### src/rtl/wisc_pkg.sv
// Shared WISC-F18 constants: datapath widths, shift opcodes and the Shifter mode encoding.
package wisc_pkg;

  localparam int DATA_W = 16;
  localparam int REG_AW = 4;

  localparam logic [3:0] OP_SLL = 4'b0100;
  localparam logic [3:0] OP_SRA = 4'b0101;
  localparam logic [3:0] OP_ROR = 4'b0110;

  // SRA is mapped onto the Shifter's zero-fill right mode, hence MODE_SRL.
  typedef enum logic [1:0] {
    MODE_SLL  = 2'd0,
    MODE_SRL  = 2'd1,
    MODE_ROR  = 2'd2,
    MODE_NONE = 2'd3
  } shift_mode_e;

  function automatic shift_mode_e op_to_mode(input logic [3:0] op);
    case (op)
      OP_SLL:  return MODE_SLL;
      OP_SRA:  return MODE_SRL;
      OP_ROR:  return MODE_ROR;
      default: return MODE_NONE;
    endcase
  endfunction

  function automatic logic op_is_legal(input logic [3:0] op);
    return (op == OP_SLL) || (op == OP_SRA) || (op == OP_ROR);
  endfunction

endpackage

### src/rtl/shift_ex_stage_if.sv
// ID/EX -> shift stage -> MEM handshake bundle; master is the surrounding pipeline, slave is the stage.
interface shift_ex_stage_if;
  import wisc_pkg::*;

  // A transfer happens on a rising edge where valid and ready are both high; valid, once
  // raised, holds its payload stable until the transfer; ready may depend on downstream ready.
  logic              In_Valid;
  logic              In_Ready;
  logic [3:0]        In_Opcode;
  logic [DATA_W-1:0] In_Rs;
  logic [3:0]        In_Imm;
  logic [REG_AW-1:0] In_Rd;
  logic              Flush;
  logic              Out_Valid;
  logic              Out_Ready;
  logic [DATA_W-1:0] Out_Result;
  logic [REG_AW-1:0] Out_Rd;
  logic              Out_WrEn;
  logic              Z_Flag;
  logic              Illegal_Op;

  modport master (
    output In_Valid, In_Opcode, In_Rs, In_Imm, In_Rd, Flush, Out_Ready,
    input  In_Ready, Out_Valid, Out_Result, Out_Rd, Out_WrEn, Z_Flag, Illegal_Op
  );

  modport slave (
    input  In_Valid, In_Opcode, In_Rs, In_Imm, In_Rd, Flush, Out_Ready,
    output In_Ready, Out_Valid, Out_Result, Out_Rd, Out_WrEn, Z_Flag, Illegal_Op
  );

endinterface

### src/rtl/shift_ex_stage_shifter.sv
// Barrel shifter: mode 0 logical left, 1 logical right, 2 rotate right, 3 passes the input through.
module Shifter
  import wisc_pkg::*;
(
  output logic [DATA_W-1:0] Shift_Out,
  input  logic [DATA_W-1:0] Shift_In,
  input  logic [3:0]        Shift_Val,
  input  logic [1:0]        Mode
);

  logic [2*DATA_W-1:0] rot_w;

  always_comb begin
    rot_w     = {Shift_In, Shift_In} >> Shift_Val;
    Shift_Out = Shift_In;
    case (shift_mode_e'(Mode))
      MODE_SLL: Shift_Out = Shift_In << Shift_Val;
      MODE_SRL: Shift_Out = Shift_In >> Shift_Val;
      MODE_ROR: Shift_Out = rot_w[DATA_W-1:0];
      default:  Shift_Out = Shift_In;
    endcase
  end

endmodule

### src/rtl/shift_ex_stage.sv
// Execute-stage wrapper: maps shift opcodes onto the Shifter and holds one result for MEM.
module shift_ex_stage
  import wisc_pkg::*;
(
  input  logic               clk,
  input  logic               rst_n,
  shift_ex_stage_if.slave    bus
);

  logic              out_valid_q,  out_valid_d;
  logic [DATA_W-1:0] out_result_q, out_result_d;
  logic [REG_AW-1:0] out_rd_q,     out_rd_d;
  logic              out_wren_q,   out_wren_d;
  logic              z_flag_q,     z_flag_d;
  logic              illegal_q,    illegal_d;

  logic              in_ready;
  logic              accept;
  logic              legal;
  shift_mode_e       mode;
  logic [DATA_W-1:0] shift_out;
  logic [DATA_W-1:0] new_result;

  assign in_ready   = !out_valid_q || bus.Out_Ready;
  assign accept     = bus.In_Valid && in_ready && !bus.Flush;
  assign legal      = op_is_legal(bus.In_Opcode);
  assign mode       = op_to_mode(bus.In_Opcode);
  assign new_result = legal ? shift_out : bus.In_Rs;

  Shifter u_shifter (
    .Shift_Out (shift_out),
    .Shift_In  (bus.In_Rs),
    .Shift_Val (bus.In_Imm),
    .Mode      (mode)
  );

  // Flags commit at accept, so a flush never rolls Z back.
  always_comb begin
    out_valid_d  = out_valid_q;
    out_result_d = out_result_q;
    out_rd_d     = out_rd_q;
    out_wren_d   = out_wren_q;
    z_flag_d     = z_flag_q;
    illegal_d    = illegal_q;
    if (bus.Flush) begin
      out_valid_d = 1'b0;
      out_wren_d  = 1'b0;
    end else if (accept) begin
      out_valid_d  = 1'b1;
      out_result_d = new_result;
      out_rd_d     = bus.In_Rd;
      out_wren_d   = legal;
      if (legal) z_flag_d  = (new_result == '0);
      else       illegal_d = 1'b1;
    end else if (out_valid_q && bus.Out_Ready) begin
      out_valid_d = 1'b0;
      out_wren_d  = 1'b0;
    end
  end

  always_ff @(posedge clk or negedge rst_n) begin
    if (!rst_n) begin
      out_valid_q  <= 1'b0;
      out_result_q <= '0;
      out_rd_q     <= '0;
      out_wren_q   <= 1'b0;
      z_flag_q     <= 1'b0;
      illegal_q    <= 1'b0;
    end else begin
      out_valid_q  <= out_valid_d;
      out_result_q <= out_result_d;
      out_rd_q     <= out_rd_d;
      out_wren_q   <= out_wren_d;
      z_flag_q     <= z_flag_d;
      illegal_q    <= illegal_d;
    end
  end

  assign bus.In_Ready   = in_ready;
  assign bus.Out_Valid  = out_valid_q;
  assign bus.Out_Result = out_result_q;
  assign bus.Out_Rd     = out_rd_q;
  assign bus.Out_WrEn   = out_wren_q;
  assign bus.Z_Flag     = z_flag_q;
  assign bus.Illegal_Op = illegal_q;

endmodule

### src/flat_wrapper.sv
// flat-port wrapper written by rule: the top's interface ports become plain ports
module shift_ex_stage_flat import wisc_pkg::*;
  (clk, rst_n, bus_In_Valid, bus_In_Opcode, bus_In_Rs, bus_In_Imm, bus_In_Rd, bus_Flush, bus_Out_Ready, bus_In_Ready, bus_Out_Valid, bus_Out_Result, bus_Out_Rd, bus_Out_WrEn, bus_Z_Flag, bus_Illegal_Op);
  shift_ex_stage_if bus_i ();
  input  logic clk;
  input  logic rst_n;
  input wire logic [$bits(bus_i.In_Valid)-1:0] bus_In_Valid;
  input wire logic [$bits(bus_i.In_Opcode)-1:0] bus_In_Opcode;
  input wire logic [$bits(bus_i.In_Rs)-1:0] bus_In_Rs;
  input wire logic [$bits(bus_i.In_Imm)-1:0] bus_In_Imm;
  input wire logic [$bits(bus_i.In_Rd)-1:0] bus_In_Rd;
  input wire logic [$bits(bus_i.Flush)-1:0] bus_Flush;
  input wire logic [$bits(bus_i.Out_Ready)-1:0] bus_Out_Ready;
  output wire logic [$bits(bus_i.In_Ready)-1:0] bus_In_Ready;
  output wire logic [$bits(bus_i.Out_Valid)-1:0] bus_Out_Valid;
  output wire logic [$bits(bus_i.Out_Result)-1:0] bus_Out_Result;
  output wire logic [$bits(bus_i.Out_Rd)-1:0] bus_Out_Rd;
  output wire logic [$bits(bus_i.Out_WrEn)-1:0] bus_Out_WrEn;
  output wire logic [$bits(bus_i.Z_Flag)-1:0] bus_Z_Flag;
  output wire logic [$bits(bus_i.Illegal_Op)-1:0] bus_Illegal_Op;
  assign bus_i.In_Valid = bus_In_Valid;
  assign bus_i.In_Opcode = bus_In_Opcode;
  assign bus_i.In_Rs = bus_In_Rs;
  assign bus_i.In_Imm = bus_In_Imm;
  assign bus_i.In_Rd = bus_In_Rd;
  assign bus_i.Flush = bus_Flush;
  assign bus_i.Out_Ready = bus_Out_Ready;
  assign bus_In_Ready = bus_i.In_Ready;
  assign bus_Out_Valid = bus_i.Out_Valid;
  assign bus_Out_Result = bus_i.Out_Result;
  assign bus_Out_Rd = bus_i.Out_Rd;
  assign bus_Out_WrEn = bus_i.Out_WrEn;
  assign bus_Z_Flag = bus_i.Z_Flag;
  assign bus_Illegal_Op = bus_i.Illegal_Op;
  shift_ex_stage u_core (.clk(clk), .rst_n(rst_n), .bus(bus_i));
endmodule
### config.mk
export PLATFORM = sky130hd
export DESIGN_NAME = shift_ex_stage_flat
export DESIGN_NICKNAME = d
export VERILOG_FILES = /design/src/rtl/wisc_pkg.sv /design/src/rtl/shift_ex_stage_if.sv /design/src/rtl/shift_ex_stage_shifter.sv /design/src/rtl/shift_ex_stage.sv /design/src/flat_wrapper.sv
export SDC_FILE = /design/constraint.sdc
export NUM_CORES = 1
export LEC_CHECK = 0
export ABC_AREA = 1
export BUFFER_PORTS_ARGS = -buffer_cell sky130_fd_sc_hd__buf_4
export CORE_UTILIZATION = 52
export CTS_CLUSTER_SIZE = 12
export DETAILED_ROUTE_END_ITERATION = 8
export PLACE_DENSITY = 0.77
export SYNTH_ARGS = -nofsm -noshare
export SYNTH_HDL_FRONTEND = slang
export SYNTH_HIERARCHICAL = 1
export SYNTH_SLANG_ARGS = --single-unit
### constraint.sdc
create_clock -name clk -period 1.3 [get_ports clk]
set_clock_uncertainty 0.15 [all_clocks]
set_input_delay 0.065 -clock clk [delete_from_list [all_inputs] [get_ports clk]]
set_output_delay 0.065 -clock clk [all_outputs]
set_load 0.01 [all_outputs]
==> run metrics, run 1 <==
status aborted with a tool error; Stop stage 5_1_grt; first error [ERROR GRT-0232] Routing congestion too high. Check the congestion heatmap in the GUI.; ys flop type dfrtp_1; hpwl dp 9.44 mm; placement-stage cell area 4480 um^2; # clock sinks 24; Seq/Total Area, Yosys 0.192; Clock Root Buffer clkbuf_8; GRT Residual Overflow 195; die width about 79 um; GRT Total Usage 0.808; synth top area cells nand2_1 (22%), nand3_1 (21%), dfrtp_1 (19%); most frequent cell after synthesis nand2_1; Mean Syn Cell Area around 5.7 um^2; Yosys top cell area share 0.220; largest net degree at the start of global routing 25; IO Pins 58; Worst EP Category register data pin; Synth Instances 551; CTS HTree Levels 1; Syn Std Cell Area around 3100 um^2; clock buffers created by TritonCTS 3; Row Count 27; EDFF count, synth 0; Post-synth top cells nand2_1 (183), nand3_1 (132), nor2_1 (52), a21oi_1 (27); clk buf depth 2; Synthesis Warnings 6; dominant cell type by area after synthesis nand2_1; die height 79.5 um; worst_ep grt u_core/bus.Z_Flag$_DFFE_PN0P_/D; Port Buffers 57; Initial Util 0.553; Routability Congestion 1.05; syn nets slightly below 600; Yosys reg bits 24; library cells used by synthesis 29; Post-synth ARST share 1.00
-- per-layer routing --
layer / overflow / GRT usage
met1: 0 / 0.768
met5: 0 / 0.118
met4: 78 / 0.955
met2: 117 / 1.04
met3: 0 / 0.561
-- per-stage QoR --
step	worst slack, ps	instances
CTS	-579	784
detailed placement	-920	760
global placement	-858	760
floorplan	-545	551
-- logic make-up after synthesis --
| logic type | share of synthesized area |
|---|---|
| fa+ha+maj | 0.0120 |
| simple gates | 0.599 |
| flops | 0.192 |
| compound gates | 0.0894 |
| buf+inv | 0.107 |
-- repair_timing --
item / CTS
resized for setup: 59
buffers inserted: 14
endpoints found under the setup margin: 22
hold buffers: 7
pin swaps: 46
gates cloned: 1
hold endpoints to repair: 29
==> run 2: changes to the inputs <==
--- a/config.mk
+++ b/config.mk
@@ -7,10 +7,9 @@
 export LEC_CHECK = 0
 export ABC_AREA = 1
 export BUFFER_PORTS_ARGS = -buffer_cell sky130_fd_sc_hd__buf_4
-export CORE_UTILIZATION = 52
-export CTS_CLUSTER_SIZE = 12
+export CORE_UTILIZATION = 40
 export DETAILED_ROUTE_END_ITERATION = 8
-export PLACE_DENSITY = 0.77
+export PLACE_DENSITY_LB_ADDON = 0.15
 export SYNTH_ARGS = -nofsm -noshare
 export SYNTH_HDL_FRONTEND = slang
 export SYNTH_HIERARCHICAL = 1
==> constraint.sdc (replaced) <==
create_clock -name clk -period 1.7 [get_ports clk]
set_clock_uncertainty 0.15 [all_clocks]
set_input_delay 0.085 -clock clk [delete_from_list [all_inputs] [get_ports clk]]
set_output_delay 0.085 -clock clk [all_outputs]
set_load 0.01 [all_outputs]
==> run 2 against run 1 <==
Effect of this change:
- the flow now finishes, with violations (negative setup slack)
- synthesized cell count is the same
- synthesized area is the same
==> run metrics, run 2 <==
status finished with violations; failing checks negative setup slack; period utilization 1.10; power per cell area 527 nW/um^2; Synthesis Warnings 6; die width roughly 90 um; Post-Synth Adder-Cell Area 0.0120; Yosys top cell area share 0.220; total negative slack -885 ps; worst-path maximum fanout 5; hpwl dp 9.75 mm; slew margin rel. 0.710; max-slew violations 0; number of global-route vias before repair 4172; Register Area 601 um^2; Post-Synth Simple-Gate Area 0.599; post-synthesis mux area share 0; CP Launch Type input port; Max Clock Freq between 500 and 600 MHz; synth top area cells nand2_1 (22%), nand3_1 (21%), dfrtp_1 (19%); final setup fails 14; clk buf depth 2; Max IR drop VDD 0.346 mV; Final ANT Viol Nets 0; Layout area overhead 54.6%; Row Count 31; Synth Instances between 500 and 600; clock buffers created by TritonCTS 3; commonest non-fill, non-tap cells in the layout nand2_1 (171), buf_4 (138), nand3_1 (103); later-pin clock latency in the skew report about 280 ps; CTS HTree Levels 1; arrival time worst endpoint 1950 ps; core area 7410 um^2; largest net degree at the start of global routing 25; DRC violations left 0; Setup crit start bus_In_Opcode[3]; Antenna Cells 0; most frequent cell after synthesis nand2_1; # clock sinks 24; max-cap viol count 0; Synth Area in XOR/XNOR 0; dominant cell type by area after synthesis nand2_1; Worst Path Required 1770 ps; Final #Nets 720; beginning of the worst hold path bus_Out_Ready; Crit Reg-Reg Startpoint u_core/bus.Out_Valid$_DFFE_PN0P_; Final Hold Viols 0; Post-synth ARST share 1.00; IO Pins 58; Avg Vias per Cell about 5.4; first-pass GRT wire length 20.6 mm; Worst setup EP type flip-flop; syn nets 587; CP Class input port to flip-flop; DIE AREA 8160 um^2; die height roughly 90 um; area occupied by multi-input gates 2540 um^2; GRT Residual Overflow 0; Min Hold Slack approximately 32 ps; most common cell after layout, fill and taps aside nand2_1; utilization after layout 0.651; largest family of logic cells by synthesized area simple AND/OR/NAND/NOR gates; TritonRoute pass-1 iters 6; Post-synth top cells nand2_1 (183), nand3_1 (132), nor2_1 (52), a21oi_1 (27); EDFF count, synth 0; CTS tree yes; Synth Area in Compound Gates 0.0894; Port Buffers 57; fin area 4820 um^2; # fillers ~700; leakage 2.45 nW; max FFs per register 16; Clock Root Buffer clkbuf_8; Routability Congestion roughly 0.99; library cells used by synthesis 29; Setup WS post-layout -178 ps; Total Wirelength 12.7 mm; Yosys reg bits 24; initial antenna violation count 0; Seq/Total Area, Yosys 0.192; placement-stage cell area ~4300 um^2; crit path time final roughly 1900 ps; Tightest Pin Transition 434 ps; DR iter-0 viols 359; Min-Delay Path Class input port to flip-flop; Syn Std Cell Area 3120 um^2; Mean Syn Cell Area approximately 5.7 um^2; GRT Total Usage 0.316; ys flop type dfrtp_1; Initial Util 0.421; WL per Instance 16.2 um; layout cells sized above 1 0.403; clk slew on worst S/H paths 90 ps; DR vias about 4300; RSZ-0062 raised after global routing yes
## run 2: per-layer routing
layer,global-route usage,share of wire,up-vias
li1,-,-,2083
met1,0.419,0.43,1956
met2,0.516,0.47,184
met3,0.0547,0.073,34
met4,0.110,0.031,0
met5,0,0,-
## run 2: layout make-up
cell class / instances / share of cell area
clock buffers: 3 / 0.00856
repair buffers: 159 / 0.277
inverters: 32 / 0.0309
clock inverters: 1 / 0.00623
multi-input cells: 463 / 0.526
flip-flops and latches: 24 / 0.125
repair inverters: 1 / 0.00156
well taps: 99 / 0.0257
## run 2: metrics by stage
| stage | setup slack, ps | std cells | total power [W] |
|---|---|---|---|
| final | -178 | 782 | 0.00254 |
| after global routing | -330 | 782 | 0.00269 |
| after CTS | -141 | 780 | 0.00247 |
| after detailed placement | -592 | 764 | 0.00188 |
| after global placement | -570 | 764 | 0.00187 |
| after floorplan | -166 | 551 | 0.00133 |
## run 2: critical path, stage by stage
cell,delay (ps)
buf_12,110
inv_16,40
nand2_4,40
or2_4,270
ha_4,200
nand3_4,100
nand2_2,60
nand2_2,80
nand2_4,70
nand2_4,70
nand3_2,60
nand3_2,80
a21oi_2,50
nor2_2,130
nand2_1,80
nor2_1,110
nand2_1,90
nor2_1,90
nand2_1,60
nand2_1,50
## run 2: timing repair
item / 4_1_cts / 5_1_grt
gates resized for setup: 44 / 35
setup endpoints to repair: 17 / 18
hold buffers: 7 / 0
gates cloned: 1 / 0
endpoints found under the hold margin: 30 / 0
setup buffers: 4 / 4
pin swaps: 42 / 23
## run 2: cell families (layout without fill, tap and decap cells)
logic type	Yosys count	count (layout)
simple gates	410	410
buf+inv	64	196
fa+ha+maj	3	3
flops	24	24
compound gates	50	50
## run 2: final timing paths
path	to	slack, ps	cells after the start
setup / recovery	u_core/bus.Z_Flag$_DFFE_PN0P_	-180	20
hold / removal	u_core/bus.Out_WrEn$_DFFE_PN0P_	30	4
setup reg to reg	u_core/bus.Out_Valid$_DFFE_PN0P_	80	5
hold reg to reg	u_core/bus.Out_Rd[1]$_DFFE_PN0P_	330	2
max in group asynchronous	u_core/bus.Z_Flag$_DFFE_PN0P_	1060	2
min in group asynchronous	u_core/bus.Out_Rd[1]$_DFFE_PN0P_	90	2
## run 2: report_power, final
part / total [W] / internal (W) / switching [W] / leakage [nW]
combinational: 0.00132 / 0.000582 / 0.000735 / 2.14
sequential: 0.000703 / 0.000652 / 0.0000514 / 0.276
clock: 0.000521 / 0.000315 / 0.000206 / 0.0357
total: 0.00254 / 0.00155 / 0.000993 / 2.45
Power figures use the tool's default switching activity.
